<file path="src/rtl/mult_pkg.sv">
// Shared sizing helpers and the per-stage flag bundle for the mult_pipe shift-add multiplier.
package mult_pkg;

  function automatic int ceil_div(input int num, input int den);
    return (num + den - 1) / den;
  endfunction

  function automatic int calc_nstep(input int w2, input int k);
    return ceil_div(w2, k);
  endfunction

  function automatic int calc_pw(input int w1, input int w2);
    return w1 + w2;
  endfunction

  // Control half of the stage payload; data fields are sized per instance.
  typedef struct packed {
    logic neg;
    logic valid;
  } stage_flags_t;

endpackage

</file>
<file path="src/rtl/mult_pipe_stage.sv">
// One slice of the shift-add pipeline: adds the partial products of KS multiplier bits
// starting at OFFSET into the accumulator and registers the whole payload when enabled.
module mult_pipe_stage
  import mult_pkg::*;
#(
  parameter int W1     = 8,
  parameter int W2     = 8,
  parameter int PW     = 16,
  parameter int OFFSET = 0,
  parameter int KS     = 2
) (
  input  logic           clk,
  input  logic           rst,
  input  logic           en,
  input  stage_flags_t   flags_i,
  input  logic [W1-1:0]  mcand_i,
  input  logic [W2-1:0]  mplier_i,
  input  logic [PW-1:0]  acc_i,
  output stage_flags_t   flags_o,
  output logic [W1-1:0]  mcand_o,
  output logic [W2-1:0]  mplier_o,
  output logic [PW-1:0]  acc_o
);

  logic [PW-1:0] acc_d;
  stage_flags_t  flags_q;
  logic [W1-1:0] mcand_q;
  logic [W2-1:0] mplier_q;
  logic [PW-1:0] acc_q;

  always_comb begin
    acc_d = acc_i;
    for (int j = 0; j < KS; j++) begin
      if (mplier_i[OFFSET+j]) begin
        acc_d = acc_d + (PW'(mcand_i) << (OFFSET + j));
      end
    end
  end

  always_ff @(posedge clk) begin
    if (rst) begin
      flags_q  <= '0;
      mcand_q  <= '0;
      mplier_q <= '0;
      acc_q    <= '0;
    end else if (en) begin
      flags_q  <= flags_i;
      mcand_q  <= mcand_i;
      mplier_q <= mplier_i;
      acc_q    <= acc_d;
    end
  end

  assign flags_o  = flags_q;
  assign mcand_o  = mcand_q;
  assign mplier_o = mplier_q;
  assign acc_o    = acc_q;

endmodule

</file>
<file path="src/rtl/mult_pipe.sv">
// Pipelined signed/unsigned shift-add multiplier with valid/ready and whole-pipeline stall.
// Define MULT_PIPE_TAG_EN to add an in_tag/out_tag side channel that travels with each operation.
module mult_pipe
  import mult_pkg::*;
#(
  parameter int MULTLEN_1      = 8,
  parameter int MULTLEN_2      = 8,
  parameter int BITS_PER_STAGE = 2,
  parameter int TAG_W          = 4
) (
  input  logic                           clk,
  input  logic                           rst,
  input  logic                           in_valid,
  output logic                           in_ready,
  input  logic                           in_signed,
  input  logic [MULTLEN_1-1:0]           mult_1,
  input  logic [MULTLEN_2-1:0]           mult_2,
  output logic                           out_valid,
  input  logic                           out_ready,
  output logic [MULTLEN_1+MULTLEN_2-1:0] dout
`ifdef MULT_PIPE_TAG_EN
  ,
  input  logic [TAG_W-1:0]               in_tag,
  output logic [TAG_W-1:0]               out_tag
`endif
);

  localparam int W1    = MULTLEN_1;
  localparam int W2    = MULTLEN_2;
  localparam int K     = BITS_PER_STAGE;
  localparam int NSTEP = calc_nstep(W2, K);
  localparam int PW    = calc_pw(W1, W2);

  logic          stall;
  logic          out_valid_q;
  logic [PW-1:0] dout_q;

  assign stall    = out_valid_q & ~out_ready;
  assign in_ready = ~stall;

  // Entry: signed operands become magnitudes; -2^(W-1) negates to 2^(W-1), which fits W bits.
  stage_flags_t  entry_flags;
  logic          entry_neg;
  logic [W1-1:0] entry_mcand;
  logic [W2-1:0] entry_mplier;

  assign entry_neg    = in_signed & (mult_1[W1-1] ^ mult_2[W2-1]);
  assign entry_flags  = '{neg: entry_neg, valid: in_valid & in_ready};
  assign entry_mcand  = (in_signed & mult_1[W1-1]) ? -mult_1 : mult_1;
  assign entry_mplier = (in_signed & mult_2[W2-1]) ? -mult_2 : mult_2;

  stage_flags_t  flags_s  [NSTEP];
  logic [W1-1:0] mcand_s  [NSTEP];
  logic [W2-1:0] mplier_s [NSTEP];
  logic [PW-1:0] acc_s    [NSTEP];

  for (genvar gi = 0; gi < NSTEP; gi++) begin : g_stage
    localparam int KS = (gi == NSTEP - 1) ? (W2 - gi * K) : K;

    stage_flags_t  flags_in;
    logic [W1-1:0] mcand_in;
    logic [W2-1:0] mplier_in;
    logic [PW-1:0] acc_in;

    if (gi == 0) begin : g_first
      assign flags_in  = entry_flags;
      assign mcand_in  = entry_mcand;
      assign mplier_in = entry_mplier;
      assign acc_in    = '0;
    end else begin : g_next
      assign flags_in  = flags_s[gi-1];
      assign mcand_in  = mcand_s[gi-1];
      assign mplier_in = mplier_s[gi-1];
      assign acc_in    = acc_s[gi-1];
    end

    mult_pipe_stage #(
      .W1     (W1),
      .W2     (W2),
      .PW     (PW),
      .OFFSET (gi * K),
      .KS     (KS)
    ) u_stage (
      .clk      (clk),
      .rst      (rst),
      .en       (~stall),
      .flags_i  (flags_in),
      .mcand_i  (mcand_in),
      .mplier_i (mplier_in),
      .acc_i    (acc_in),
      .flags_o  (flags_s[gi]),
      .mcand_o  (mcand_s[gi]),
      .mplier_o (mplier_s[gi]),
      .acc_o    (acc_s[gi])
    );
  end

  // Operands are not needed past the final stage.
  logic unused_tail;
  assign unused_tail = ^{mcand_s[NSTEP-1], mplier_s[NSTEP-1]};

  always_ff @(posedge clk) begin
    if (rst) begin
      out_valid_q <= 1'b0;
      dout_q      <= '0;
    end else if (!stall) begin
      out_valid_q <= flags_s[NSTEP-1].valid;
      if (flags_s[NSTEP-1].valid) begin
        dout_q <= flags_s[NSTEP-1].neg ? -acc_s[NSTEP-1] : acc_s[NSTEP-1];
      end
    end
  end

  assign out_valid = out_valid_q;
  assign dout      = dout_q;

`ifdef MULT_PIPE_TAG_EN
  logic [TAG_W-1:0] tag_q [NSTEP];
  logic [TAG_W-1:0] out_tag_q;

  always_ff @(posedge clk) begin
    if (rst) begin
      for (int i = 0; i < NSTEP; i++) tag_q[i] <= '0;
      out_tag_q <= '0;
    end else if (!stall) begin
      tag_q[0] <= in_tag;
      for (int i = 1; i < NSTEP; i++) tag_q[i] <= tag_q[i-1];
      if (flags_s[NSTEP-1].valid) out_tag_q <= tag_q[NSTEP-1];
    end
  end

  assign out_tag = out_tag_q;
`else
  logic [TAG_W-1:0] unused_tag_w;
  assign unused_tag_w = '0;
`endif

endmodule
</file>
<file path="config.mk">
export PLATFORM = sky130hd
export DESIGN_NAME = mult_pipe
export DESIGN_NICKNAME = d
export VERILOG_FILES = /design/src/rtl/mult_pkg.sv /design/src/rtl/mult_pipe_stage.sv /design/src/rtl/mult_pipe.sv
export SDC_FILE = /design/constraint.sdc
export NUM_CORES = 1
export LEC_CHECK = 0
export CORE_MARGIN = 2
export CORE_UTILIZATION = 45
export CTS_CLUSTER_DIAMETER = 50
export DETAILED_ROUTE_END_ITERATION = 8
export PLACE_DENSITY = 0.67
export SYNTH_ARGS = -nofsm -noshare
export SYNTH_HDL_FRONTEND = slang
export SYNTH_HIERARCHICAL = 1
export SYNTH_SLANG_ARGS = --single-unit
export TNS_END_PERCENT = 1
</file>
<file path="constraint.sdc">
create_clock -name clk -period 5.15 [get_ports clk]
set_input_delay 1.03 -clock clk [delete_from_list [all_inputs] [get_ports clk]]
set_output_delay 1.03 -clock clk [all_outputs]
set_load 0.01 [all_outputs]
</file>
---- Yosys cells after proc, flatten, opt, wreduce, memory -nomap -nowiden ----
Cells that the tools add are included.
storage, ports and cells
  bits in registers ....................... 137
  input port bits ......................... 21
  output and inout port bits .............. 18
  logic and storage cells ................. 50
cells by class
  reduce and logical (&&, ||, !) cells .... 1
  bitwise logic cells ..................... 8
  muxes and demuxes ....................... 11
  add/sub/neg operators ................... 10
operators with widths
  kind               count
  $mux W16           8
  $mux W8            3
  $add A16 B10 Y16   1
  $add A16 B11 Y16   1
  $add A16 B12 Y16   1
  $add A16 B13 Y16   1
  $add A16 B14 Y16   1
  $add A16 B15 Y16   1
  $add A16 B9 Y16    1
  $neg A16 Y16       1
  $neg A8 Y8         2
  $and A1 B1 Y1      5
  $not A1 Y1         2
  $reduce_and A2 Y1  1
  $xor A1 B1 Y1      1

---- Logic depth before layout (Yosys ltp) ----
Gate-level depths: netlist of run 1.
  word-level depth ........................ 5
  depth in mapped cells ................... 19
  mapped depth without buffers ............ 19

---- By module ----
The synthesis of run 1 kept the hierarchy.
modules (own cells, without submodules)
  module                                cells an instance  sequential area each (µm²)  times used  area an instance (µm²)
  mult_pipe_stage (g_stage[0].u_stage)  276                680.7                       1           2403.6
  mult_pipe_stage (g_stage[2].u_stage)  277                680.7                       1           2389.8
  mult_pipe_stage (g_stage[1].u_stage)  257                680.7                       1           2242.2
  mult_pipe_stage (g_stage[3].u_stage)  249                680.7                       1           2192.1
  mult_pipe                             166                340.3                       1           1341.3

---- Worst setup path after synthesis of run 1 ----
OpenSTA, ideal clock, no wires.
  path type ............................... input to register
  start ................................... input port mult_1[0]
  end ..................................... register g_stage[0].u_stage.acc_q[7]
  path buffers ............................ 0
  setup time .............................. 0.086 ns
  setup slack ............................. 1.088 ns
  required time ........................... 5.064 ns
  arrival time ............................ 3.977 ns
  cell stages on the path ................. 15
  cell sequence ........................... inv_1 -> ha_1 -> mux2_1 -> fa_1 -> mux2_2 -> ha_1 -> inv_1 -> fa_1 -> nor2b_1 -> o21ai_0 -> a21boi_1 -> o31ai_1 -> a21boi_0 -> mux2i_1 -> a211oi_1
on the way
  cells in the longest elaborated chain, start to end .. 5
RTL lines
  what                  line                   RTL
  start, declared       mult_pipe.sv:16        input logic [MULTLEN_1-1:0] mult_1,
  $neg A8 Y8 (*)        mult_pipe.sv:49        assign entry_mcand = (in_signed & mult_1[W1-1]) ? -mult_1 : mult_1;
  $mux W8 (*)           mult_pipe.sv:49
  net entry_mcand[1]    mult_pipe.sv:44        logic [W1-1:0] entry_mcand;
  $mux W8               mult_pipe_stage.sv:34  if (mplier_i[OFFSET+j]) begin
  $add A16 B9 Y16 (*)   mult_pipe_stage.sv:35  acc_d = acc_d + (PW'(mcand_i) << (OFFSET + j));
  $mux W16 (*)          mult_pipe_stage.sv:34
  end signal, assigned  mult_pipe_stage.sv:45  acc_q <= '0;
  end signal, assigned  mult_pipe_stage.sv:50  acc_q <= acc_d;
  end, declared         mult_pipe_stage.sv:29  logic [PW-1:0] acc_q;
The timed path passes the listed nets; every way through them passes the cells marked *.
A chain may end at the register's enable or synchronous reset.

---- Worst setup path after layout of run 1 ----
  start ................................... input port in_signed
  end ..................................... register g_stage[0].u_stage.acc_q[7]
on the way
  cells in the longest elaborated chain, start to end .. 5
  elaborated cells between the ends (all ways) .. 7
  classes of those cells .................. 1 x add/sub; 4 x mux; 2 x bitwise
RTL lines
  what                 line                   RTL
  start, declared      mult_pipe.sv:15        input logic in_signed,
  $and A1 B1 Y1 (*)    mult_pipe.sv:49
  $mux W8 (*)          mult_pipe.sv:49
  net entry_mcand[1]   mult_pipe.sv:44
  $mux W8              mult_pipe_stage.sv:34
  $add A16 B9 Y16 (*)  mult_pipe_stage.sv:35
  $mux W16 (*)         mult_pipe_stage.sv:34
Marked as above.

==> qor.yml, run 1 <==
placement:
  portBuffers: 38
  dp_hpwl_um: 15610
  placed_cell_area_mm2: 0.01034
  dp_slack_ns: 0.1526
  place.gp.congestion: 0.8376
final_layout:
  final_area_mm2: 0.01097
  multiInputGateArea_mm2: 0.006900
  register_area_mm2: 0.002502
  drive_above_1_share_pct: 8.133
  final.fill_count: 1960
  nNetsFinal: 1294
  area_growth_pct: 13.84
  antenna_cells: 0
  post-route-util_pct: 52.19
setup_path:
  cp.required_ns: 5.49
  path_common_cell: "fa_1"
  r2r-end: "g_stage[1].u_stage/acc_o[13]$_SDFFE_PP0P_"
  worst-setup-path-type: "in2reg"
  cp-start-kind: "input pin"
  crit_chain: "clkdlybuf4s50_1 > nand2_1 > mux2_1 > fa_1 > mux2_2 > ha_1 > inv_1 > fa_1 > nor2b_1 > o21ai_0 > a21boi_1 > o31ai_1 > a21boi_0 > mux2i_1 > a211oi_1"
  cp_slowest_cell: "clkdlybuf4s50_1"
  cp_num_buf_inv: 2
  end_kind: "register"
  crit_path_max_fanout: 6
  cp_top_family: "compound AO/OA/AOI/OAI gates"
  cp.depth: 15
  rr_startpoint: "g_stage[0].u_stage/mcand_o[0]$_SDFFE_PP0P_"
  regToRegSetupSlack_ns: 1.43
  crit_arrival_ns: 4.91
  r2r_cells: 15
  worst_path_largest_cell_delay_ns: 0.55
sta:
  setup_viol: 0
  fin_crit_sh_pct: 88.89
  slew_viol_final: 0
  tns_ns: 0
  relSlewSlack_pct: 31.69
  fin_skew_ns: 0.008741
  worstMarginPinSlew_ns: 1.025
  worst_slack_ns: 0.5719
  timing.fmax_ghz: 0.2184
  hold_slack_ns: 0.4738
  hold_viol: 0
  fin_crit_ns: 4.578
  rsz0062_at_grt: "no"
clock_tree:
  cts_resized: 0
  cts-root-buf: "clkbuf_16"
  worstSkewPairLatency_ns: 0.42
  cts.reportedPaths.clkPinSlew_ns: 0.06
  cts_tree: "done"
  clock-sinks: 125
  h-tree-depth: 4
  holdBufCountCts: 0
  post_cts_buffers: 0
  cts_buffers: 17
  cts.path.max_buffers: 2
synthesis:
  synth.avg_cell_area_um2: 8.447
  synth_cells: 1141
  synth.cell_area_mm2: 0.009638
  yosysWarnings: 6
job:
  cap_violations: 0
die:
  die_h_um: 150.4
  rows: 53
  dieArea_mm2: 0.02261
  start_util_pct: 45.85
  ios: 39
  die_w_um: 150.4
  core_area_mm2: 0.02102
power_and_ir_drop:
  peakVddDrop_v: 0.0002344
  p_per_area_mw_per_mm2: 299.3
  leakagePower_nw: 4.964
routing:
  vias: 8025
  drt_iter0_markers: 359
  dr.pass1.iters: 4
  ant_nets: 0
  drcViolationCount: 0
  finalWirelength_um: 20740
  vias_per_cell: 5.422
  routedWlPerCell_um: 14.01
min_path:
  min_to: "g_stage[0].u_stage/acc_o[1]$_SDFFE_PP0P_"
  hp-start: "g_stage[0].u_stage/acc_o[1]$_SDFFE_PP0P_"
  whs_path_depth: 2
  hold_class: "reg2reg"
global_route:
  antenna_found_initial: 0
  grt_max_degree: 98
  grtUsageTotal_pct: 18.84
  grt_first_pass_wirelength_um: 35240
  gr-total-overflow: 0
  grt_pass1_vias: 7512
outcome:
  status: "finished clean"
## worst min-delay path, stage by stage (launching register included)
cell      delay (ns)
dfxtp_1         0.31
nand2b_1        0.06
a21oi_1         0.05
## how the worst max path moves through the flow
| stage | startpoint | end | slack (ns) |
|---|---|---|---|
| floorplan | mult_1[0] | g_stage[0].u_stage/acc_o[7]$_SDFFE_PP0P_ | 1.09 |
| global placement | in_signed | g_stage[0].u_stage/acc_o[7]$_SDFFE_PP0P_ | 0.29 |
| detailed placement | in_signed | g_stage[0].u_stage/acc_o[7]$_SDFFE_PP0P_ | 0.15 |
| CTS | in_signed | g_stage[0].u_stage/acc_o[7]$_SDFFE_PP0P_ | 0.58 |
| global route | mult_1[1] | g_stage[0].u_stage/acc_o[7]$_SDFFE_PP0P_ | 0.19 |
| finish | in_signed | g_stage[0].u_stage/acc_o[7]$_SDFFE_PP0P_ | 0.57 |
## per-stage QoR
stage	total power, W	std cells
final	0.003284	1480
after global routing	0.003482	1480
after CTS	0.003295	1480
after detailed placement	0.002013	1448
after global placement	0.001994	1448
after floorplan	0.001850	1189
## layout make-up
| class | instances | share of cell area, % |
|---|---|---|
| Multi-Input combinational cell | 961 | 62.89 |
| Sequential cell | 125 | 22.81 |
| Clock buffer | 19 | 4.037 |
| Timing Repair Buffer | 46 | 3.991 |
| Tap cell | 275 | 3.136 |
| Clock inverter | 13 | 1.733 |
| Inverter | 41 | 1.403 |
## flip-flops by register name, summed over array words and instances (netlist names)
signal / cells
g_stage.u_stage/mcand_o: 24
g_stage.u_stage/mplier_o: 12
out_valid: 1
g_stage.u_stage/flags_o: 8
g_stage.u_stage/acc_o: 64
dout: 16
## layer usage
metal | vias up | wire length (um) | GRT usage (%)
met3 | 16 | 550 | 3.515
met5 | - | 0 | 0
met1 | 3698 | 9912 | 23.63
li1 | 4215 | - | -
met2 | 96 | 10100 | 33.34
met4 | 0 | 168 | 4.434
## placed cells by master (no fill, tap or decap), drive strengths merged, types with 9 or more instances in the layout
| cell type | count |
|---|---|
| o21bai | 9 |
| clkdlybuf4s50 | 37 |
| a21o | 21 |
| clkbuf | 19 |
| nand2 | 55 |
| nor2 | 148 |
| o211ai | 16 |
| nor2b | 11 |
| and2 | 9 |
| xor2 | 38 |
| nand3 | 27 |
| nor3b | 11 |
| buf | 9 |
| conb | 49 |
| nand3b | 9 |
| ha | 73 |
| a21oi | 57 |
| a211oi | 50 |
| mux2 | 20 |
| mux2i | 78 |
| o31ai | 10 |
| nand2b | 23 |
| dfxtp | 125 |
| nor3 | 17 |
| xnor2 | 42 |
| inv | 41 |
| o21ai | 52 |
## where the power goes
group          switching [W]  internal (W)
combinational       0.000470      0.000410
sequential         0.0000850       0.00105
clock               0.000448      0.000824
total                0.00100       0.00228
(Power assumes the default switching activity.)
==> run 2: changes to the inputs <==
--- a/config.mk
+++ b/config.mk
@@ -5,11 +5,12 @@
 export SDC_FILE = /design/constraint.sdc
 export NUM_CORES = 1
 export LEC_CHECK = 0
+export CAP_MARGIN = 5
 export CORE_MARGIN = 2
-export CORE_UTILIZATION = 45
+export CORE_UTILIZATION = 60
 export CTS_CLUSTER_DIAMETER = 50
 export DETAILED_ROUTE_END_ITERATION = 8
-export PLACE_DENSITY = 0.67
+export PLACE_DENSITY_LB_ADDON = 0.12
 export SYNTH_ARGS = -nofsm -noshare
 export SYNTH_HDL_FRONTEND = slang
 export SYNTH_HIERARCHICAL = 1
==> run 2 against run 1 <==
Sequential cell count unchanged. Register-to-register slack gained 0.02 ns. Core utilization rose by 17 points. Clock skew decreased by 0.00094 ns. Count of clock-buffer cells in the layout is 1 lower. Combinational power increased by 0.7%. Sequential power hardly changed. Non-clock buffer count is 2 lower. Routed wire length rose by 0.30%. Final cell count decreased by 4.1%. Die area decreased by 24%.
==> qor.yml, run 2 (synthesized netlist as in run 1, its figures left out) <==
outcome:
  status: "finished clean"
global_route:
  antenna_found_initial: 0
  grtUsageTotal_pct: 25.11
  gr-total-overflow: 0
  grt_pass1_vias: 7398
  grt_first_pass_wirelength_um: 34680
  grt_max_degree: 97
setup_path:
  end_kind: "register"
  cp.required_ns: 5.48
  cp_slowest_cell: "clkdlybuf4s50_1"
  worst-setup-path-type: "in2reg"
  worst_path_largest_cell_delay_ns: 0.52
  cp-start-kind: "input pin"
  r2r_cells: 13
  crit_path_max_fanout: 5
  crit_arrival_ns: 4.94
  regToRegSetupSlack_ns: 1.45
  crit_chain: "clkdlybuf4s50_1 > inv_1 > ha_1 > mux2_1 > fa_1 > mux2_2 > ha_1 > inv_1 > fa_1 > nor2b_1 > o21ai_0 > a21boi_1 > o31ai_1 > a21boi_0 > mux2i_1 > a211oi_1"
power_and_ir_drop:
  leakagePower_nw: 4.940
  p_per_area_mw_per_mm2: 296.9
  peakVddDrop_v: 0.0002691
die:
  die_h_um: 130.7
  core_area_mm2: 0.01577
  start_util_pct: 61.12
  dieArea_mm2: 0.01709
  rows: 46
  ios: 39
  die_w_um: 130.7
final_layout:
  final_cells: 1419
  final_cell_mix: "nor2_1 (148), dfxtp_1 (125), mux2i_1 (78), ha_1 (73), a21oi_1 (56)"
  drive_above_1_share_pct: 8.063
  final.fill_count: 1307
  area_growth_pct: 12.55
  final_area_mm2: 0.01085
  register_area_mm2: 0.002502
  largest_register_ffs: 64
  multiInputGateArea_mm2: 0.006900
  antenna_cells: 0
  nNetsFinal: 1292
  final_common_cell: "nor2_1"
clock_tree:
  cts_resized: 0
  cts_buffers: 17
  cts.path.max_buffers: 2
  cts-root-buf: "clkbuf_16"
  holdBufCountCts: 0
  h-tree-depth: 4
  worstSkewPairLatency_ns: 0.43
  clock-sinks: 125
  cts_tree: "done"
  cts.reportedPaths.clkPinSlew_ns: 0.06
  post_cts_buffers: 0
routing:
  routedWlPerCell_um: 14.66
  ant_nets: 0
  vias: 8154
  drt_iter0_markers: 405
  finalWirelength_um: 20800
  drcViolationCount: 0
  vias_per_cell: 5.746
  dr.pass1.iters: 6
sta:
  hold_viol: 0
  fin_crit_sh_pct: 89.53
  tns_ns: 0
  worst_slack_ns: 0.5391
  rsz0062_at_grt: "no"
  setup_viol: 0
  fin_skew_ns: 0.007805
  slew_viol_final: 0
  fin_crit_ns: 4.611
  timing.fmax_ghz: 0.2169
  worstMarginPinSlew_ns: 0.9897
  relSlewSlack_pct: 34.02
min_path:
  whs_path_depth: 2
  hold_class: "reg2reg"
placement:
  portBuffers: 38
  dp_slack_ns: 0.1586
  dp_hpwl_um: 15420
  dpl.cell_count: 1387
  placed_cell_area_mm2: 0.01025
  place.gp.congestion: 0.8456
job:
  cap_violations: 0
## run 2: cell count changes in the layout (fill, tap and decap cells not counted)
cell / change
clkbuf_1: -1
inv_8: +1
bufinv_16: -2
clkinv_4: -1
inv_6: +3
buf_4: -2
## run 2: layout make-up
cell class / instances / share of cell area, %
Clock inverter: 14 / 1.465
Tap cell: 216 / 2.491
Clock buffer: 18 / 4.048
Multi-Input combinational cell: 961 / 63.61
Sequential cell: 125 / 23.07
Timing Repair Buffer: 44 / 3.899
Inverter: 41 / 1.419
## run 2: power breakdown
part           switching (W)  internal, W  total [W]  leakage (nW)
combinational       0.000477     0.000410   0.000887          3.63
sequential         0.0000849      0.00105    0.00113          1.03
clock               0.000470     0.000733    0.00120         0.282
## run 2: path summary, 6_finish.rpt
kind | from | end
worst max-delay path | mult_1[1] | g_stage[0].u_stage/acc_o[7]$_SDFFE_PP0P_
worst min-delay path | g_stage[2].u_stage/acc_o[5]$_SDFFE_PP0P_ | g_stage[2].u_stage/acc_o[5]$_SDFFE_PP0P_
worst max register to register | g_stage[1].u_stage/mcand_o[0]$_SDFFE_PP0P_ | g_stage[2].u_stage/acc_o[15]$_SDFFE_PP0P_
worst min register to register | g_stage[2].u_stage/acc_o[5]$_SDFFE_PP0P_ | g_stage[2].u_stage/acc_o[5]$_SDFFE_PP0P_
## run 2: layer usage
layer | track usage, % | up-vias | part of all wire (%)
met1 | 31.38 | 3817 | 47
met4 | 8.010 | 0 | 1.6
met2 | 43.96 | 97 | 49
met3 | 4.560 | 30 | 2.4
met5 | 0 | - | 0
li1 | - | 4210 | -
## run 2: worst max-delay path, delay by kind of cell
kind                       cells  cell delay, ns
AOI/OAI and AO/OA              5            1.21
and+or+nand+nor                1            0.07
buffers and inverters          3            0.66
adders and majority gates      4            1.18
muxes                          3            0.77
## run 2: through the flow
stage / total power [W] / hold slack (ns) / utilization (%)
2_1_floorplan: 0.001850 / 0.4407 / -
3_3_place_gp: 0.001990 / 0.4583 / 65.00
3_5_place_dp: 0.002015 / 0.4595 / 65.00
4_1_cts: 0.003222 / 0.4686 / 68.79
5_1_grt: 0.003392 / 0.5011 / 68.79
6_report: 0.003220 / 0.4673 / 68.79
